$ cat config.mk
export PLATFORM = sky130hd
export DESIGN_NAME = cache_refill_ctrl
export DESIGN_NICKNAME = d
export VERILOG_FILES = /design/src/rtl/cache_def.sv /design/src/rtl/cache_victim_sel.sv /design/src/rtl/cache_refill_ctrl.sv
export SDC_FILE = /design/constraint.sdc
export NUM_CORES = 1
export LEC_CHECK = 0
export ABC_AREA = 1
export CAP_MARGIN = 40
export CORE_ASPECT_RATIO = 1.1
export CORE_UTILIZATION = 35
export DETAILED_ROUTE_END_ITERATION = 6
export HOLD_SLACK_MARGIN = 0.03
export PLACE_DENSITY = 0.82
export REMOVE_ABC_BUFFERS = 1
export SETUP_SLACK_MARGIN = 0.1
export SYNTH_ARGS = -nofsm -noshare
export SYNTH_HDL_FRONTEND = slang
export SYNTH_SLANG_ARGS = --single-unit
export TNS_END_PERCENT = 20
$ cat constraint.sdc
create_clock -name clk_i -period 2 [get_ports clk_i]
set_clock_uncertainty 0.1 [all_clocks]
set_input_delay 0.4 -clock clk_i [delete_from_list [all_inputs] [get_ports clk_i]]
set_output_delay 0.4 -clock clk_i [all_outputs]
set_load 0.05 [all_outputs]
$ cat src/rtl/cache_def.sv
// Shared L1 cache geometry and the refill controller state encoding.
package cache_def;

  localparam int unsigned INDEX_L1     = 6;
  localparam int unsigned INDEX_WAY_L1 = 2;
  localparam int unsigned NUM_WAYS_L1  = 4;

  typedef enum logic [1:0] {
    StIdle,
    StWriteback,
    StAllocate,
    StUpdate
  } refill_state_e;

endpackage

$ cat src/rtl/cache_victim_sel.sv
// Victim way pick for a miss: lowest-numbered invalid way, else the pLRU choice.
module cache_victim_sel
  import cache_def::*;
#(
  parameter int unsigned NUM_WAYS = NUM_WAYS_L1
) (
  input  logic [NUM_WAYS-1:0]     way_valid_i,
  input  logic [INDEX_WAY_L1-1:0] plru_way_i,
  output logic [INDEX_WAY_L1-1:0] victim_way_o
);

  // Scan downward so the lowest invalid way is the last one written.
  always_comb begin
    victim_way_o = plru_way_i;
    for (int i = int'(NUM_WAYS) - 1; i >= 0; i--) begin
      if (!way_valid_i[i]) begin
        victim_way_o = INDEX_WAY_L1'(i);
      end
    end
  end

endmodule

$ cat src/rtl/cache_refill_ctrl.sv
// L1 refill controller: accepts one access, optionally writes back the victim,
// fetches the line, then reports the access to the pLRU tree.
module cache_refill_ctrl
  import cache_def::*;
#(
  parameter int unsigned NUM_WAYS = NUM_WAYS_L1
) (
  input  logic                    clk_i,
  input  logic                    rst_i,

  input  logic                    req_valid_i,
  output logic                    req_ready_o,
  input  logic [INDEX_L1-1:0]     req_index_i,
  input  logic                    hit_i,
  input  logic [INDEX_WAY_L1-1:0] hit_way_i,
  input  logic [NUM_WAYS-1:0]     way_valid_i,
  input  logic [NUM_WAYS-1:0]     way_dirty_i,
  input  logic [INDEX_WAY_L1-1:0] victim_way_i,

  output logic                    plru_valid_o,
  output logic [INDEX_L1-1:0]     plru_index_o,
  output logic [INDEX_WAY_L1-1:0] plru_way_o,

  output logic                    mem_req_o,
  output logic                    mem_we_o,
  output logic [INDEX_L1-1:0]     mem_index_o,
  output logic [INDEX_WAY_L1-1:0] mem_way_o,
  input  logic                    mem_ack_i,

  output logic                    refill_we_o,
  output logic [INDEX_WAY_L1-1:0] refill_way_o,
  output logic                    resp_valid_o
);

  refill_state_e             r_state;
  refill_state_e             w_state_next;
  logic [INDEX_L1-1:0]       r_index;
  logic [INDEX_WAY_L1-1:0]   r_way;
  logic                      r_miss;

  logic [INDEX_WAY_L1-1:0]   w_victim;
  logic                      w_victim_dirty;
  logic                      w_accept;

  cache_victim_sel #(
    .NUM_WAYS (NUM_WAYS)
  ) u_victim_sel (
    .way_valid_i  (way_valid_i),
    .plru_way_i   (victim_way_i),
    .victim_way_o (w_victim)
  );

  assign w_victim_dirty = way_valid_i[w_victim] & way_dirty_i[w_victim];
  assign w_accept       = (r_state == StIdle) && req_valid_i;

  always_ff @(posedge clk_i or posedge rst_i) begin
    if (rst_i) begin
      r_state <= StIdle;
      r_index <= '0;
      r_way   <= '0;
      r_miss  <= 1'b0;
    end else begin
      r_state <= w_state_next;
      if (w_accept) begin
        r_index <= req_index_i;
        r_way   <= hit_i ? hit_way_i : w_victim;
        r_miss  <= ~hit_i;
      end
    end
  end

  // Outputs depend only on state and latched registers, so reset clears them at once.
  always_comb begin
    w_state_next = r_state;
    req_ready_o  = 1'b0;
    plru_valid_o = 1'b0;
    plru_index_o = '0;
    plru_way_o   = '0;
    mem_req_o    = 1'b0;
    mem_we_o     = 1'b0;
    mem_index_o  = '0;
    mem_way_o    = '0;
    refill_we_o  = 1'b0;
    refill_way_o = '0;
    resp_valid_o = 1'b0;

    case (r_state)
      StIdle: begin
        req_ready_o = 1'b1;
        if (req_valid_i) begin
          if (hit_i) begin
            w_state_next = StUpdate;
          end else if (w_victim_dirty) begin
            w_state_next = StWriteback;
          end else begin
            w_state_next = StAllocate;
          end
        end
      end
      StWriteback: begin
        mem_req_o   = 1'b1;
        mem_we_o    = 1'b1;
        mem_index_o = r_index;
        mem_way_o   = r_way;
        if (mem_ack_i) begin
          w_state_next = StAllocate;
        end
      end
      StAllocate: begin
        mem_req_o   = 1'b1;
        mem_index_o = r_index;
        mem_way_o   = r_way;
        if (mem_ack_i) begin
          w_state_next = StUpdate;
        end
      end
      StUpdate: begin
        plru_valid_o = 1'b1;
        plru_index_o = r_index;
        plru_way_o   = r_way;
        resp_valid_o = 1'b1;
        refill_we_o  = r_miss;
        refill_way_o = r_miss ? r_way : '0;
        w_state_next = StIdle;
      end
      default: begin
        w_state_next = StIdle;
      end
    endcase
  end

endmodule

==> impl_metrics.toml <==
[timing]
fin_setup_tns_ps = 0
worst_slew_pin_slew_ps = 459.7
period_needed_ps = 1970
rsz0062_at_grt = "true"
final-hold-violation-count = 0
fmax_mhz = 507.7
maxSlewHeadroom = 0.6932
setup_viol = 0
final_max_slew_viol_count = 0
fin_crit_sh = 0.9848

[layout]
layout_commonest_cell = "nand2_1"
post-route-util = 0.8076
final_nets = 211
multi_input_comb_area_um2 = 424.2
syn2layout_area_growth_pct = 112.2
seqCellArea_um2 = 275.3
final_area_mm2 = 0.001649
fill_cells = 126
drive_above_1_share = 0.3279
final_cell_mix = "nand2_1, buf_12, clkdlybuf4s50_1, inv_1"
diodes = 0
instances_no_fill = 211

[cts]
cts_tree = "yes"
cts_hold_buf = 0
cts_buffers = 3
htree_num_levels = 1
cts.clk_slew.worst_paths_ps = 80
cts.path.max_buffers = 2
numClockSinks = 11
cts_root_buffer = "clkbuf_4"
clk_latency_ps = 270

[critical_path]
required_ps = 1500
critPathKind = "reg2out"
crit_fanout = 4
startpoint_type = "register"
critPathCaptureType = "primary output"
worstPathArrival_ps = 1470

[synth]
synth_area_leaders = "dfrtp_1, nand2_1, inv_1"
ys_seq_elements = 11
ys_types = 15
yosysTopAreaCellShare = 0.3543
synth_area_um2 = 777.0
synth_cells = 128
seq_area_frac_synth = 0.3543
synth_area_leader_cell = "dfrtp_1"
yosysWarnings = 0
post_synth.cell_area_avg_um2 = 6.070

[power]
seqPwrFrac = 0.133
switching_share = 0.5040
p_int_uw = 1637
vdd_drop_max_mv = 1.603
combPwrFrac = 0.818
p_per_area_mw_per_mm2 = 2001
p_clk_frac = 0.049
p_leak_uw = 0.0008962
power.total_uw = 3300
p_sw_uw = 1663

[die]
die_height_um = 51.42
coreArea_mm2 = 0.002042
die_x_um = 46.93
initial_core_util = 0.3805
num_io_pins = 47
die_area_mm2 = 0.002413
row_count = 17

[grt]
grt_first_pass_wirelength_mm = 3.822
overflow = 0
grt_max_degree = 14
grt_usage = 0.2233
antenna_found_initial = 0
grt_pass1_vias = 874

[flow_run]
maxCapViolations = 0

[detailed_routing]
routedWlPerCell_um = 13.52
drt-total-wl_mm = 2.852
drc = 0
ant_nets = 0
first_iter_violations = 15
first_pass_iters = 4
vias = 981
via_per_inst = 4.649

[status]
status = "finished, final reports clean"

[place]
place_hpwl_mm = 2.041
gp_congestion = 0.7911
port_buffers = 46
dp.cells = 199
placed_area_mm2 = 0.001500

[min_path]
hold_path_class = "in2async"
-- cell usage after synthesis (all sizes together) --
library cell / n
o21ai: 3
o22ai: 1
dfrtp: 11
buf: 2
ha: 4
nand2: 61
nand3: 5
clkbuf: 2
inv: 28
a21oi: 2
nor2: 9
-- state kept, by name, summed over array words and instances (netlist names) --
register,flops
r_index,6
r_state,2
r_way,2
r_miss,1
-- power groups by stage --
stage / logic (µW) / clock network (µW) / registers [µW]
detailed placement: 2290 / 0 / 424
floorplan: 1190 / 0 / 398
finish: 2700 / 161 / 440
global placement: 2240 / 0 / 414
CTS: 2360 / 162 / 421
global route: 2820 / 174 / 453
-- final cells by class --
class | instances | area share
inverter | 28 | 0.06373
timing repair buffer | 55 | 0.4750
sequential | 11 | 0.1669
multi-input combinational | 85 | 0.2572
tap | 28 | 0.02124
clock buffer | 4 | 0.01593
-- final timing paths --
path / slack [ps] / cells after the start / end / start
max: 30 / 6 / mem_index_o[4] / r_state[0]$_DFFE_PP0P_
min: 330 / 2 / r_index[5]$_DFFE_PP0P_ / rst_i
max reg2reg: 410 / 6 / r_index[3]$_DFFE_PP0P_ / r_state[0]$_DFFE_PP0P_
min reg2reg: 440 / 2 / r_index[0]$_DFFE_PP0P_ / r_index[0]$_DFFE_PP0P_
max in group asynchronous: 1160 / 2 / r_state[0]$_DFFE_PP0P_ / rst_i
min in group clk_i: 440 / 2 / r_index[0]$_DFFE_PP0P_ / r_index[0]$_DFFE_PP0P_
-- routing by layer --
layer  track usage  part of all wire
met1        0.2747              0.37
met2        0.3819              0.59
met3       0.05654             0.031
met4       0.04762            0.0098
met5             0                 0
-- critical path: stages, from the launching register on --
cell,delay (ps)
dfrtp_1,430
inv_2,80
ha_4,290
buf_6,130
nand2_2,60
inv_2,70
buf_12,130
-- what timing repair did --
item	in CTS	in global routing
resized for setup	3	26
buffers inserted	0	8
pin swaps	0	1
setup endpoints to repair	16	16
-- cell families after synthesis --
| family | count (synthesis) | share of synthesized area |
|---|---|---|
| adder cells (fa/ha/maj) | 4 | 0.06441 |
| AO/OA/AOI/OAI | 6 | 0.04026 |
| AND/OR/NAND/NOR | 75 | 0.3800 |
| flip-flops | 11 | 0.3543 |
| buffers and inverters | 32 | 0.1610 |
-- per-stage QoR --
| stage | worst slack, ps | hold WS, ps |
|---|---|---|
| floorplan | -657.8 | 152.4 |
| global placement | 216.1 | 388.9 |
| detailed placement | 163.6 | 403.9 |
| CTS | 56.11 | 331.0 |
| global route | -26.93 | 363.7 |
| finish | 30.37 | 326.5 |
Power figures use the tool's default switching activity.
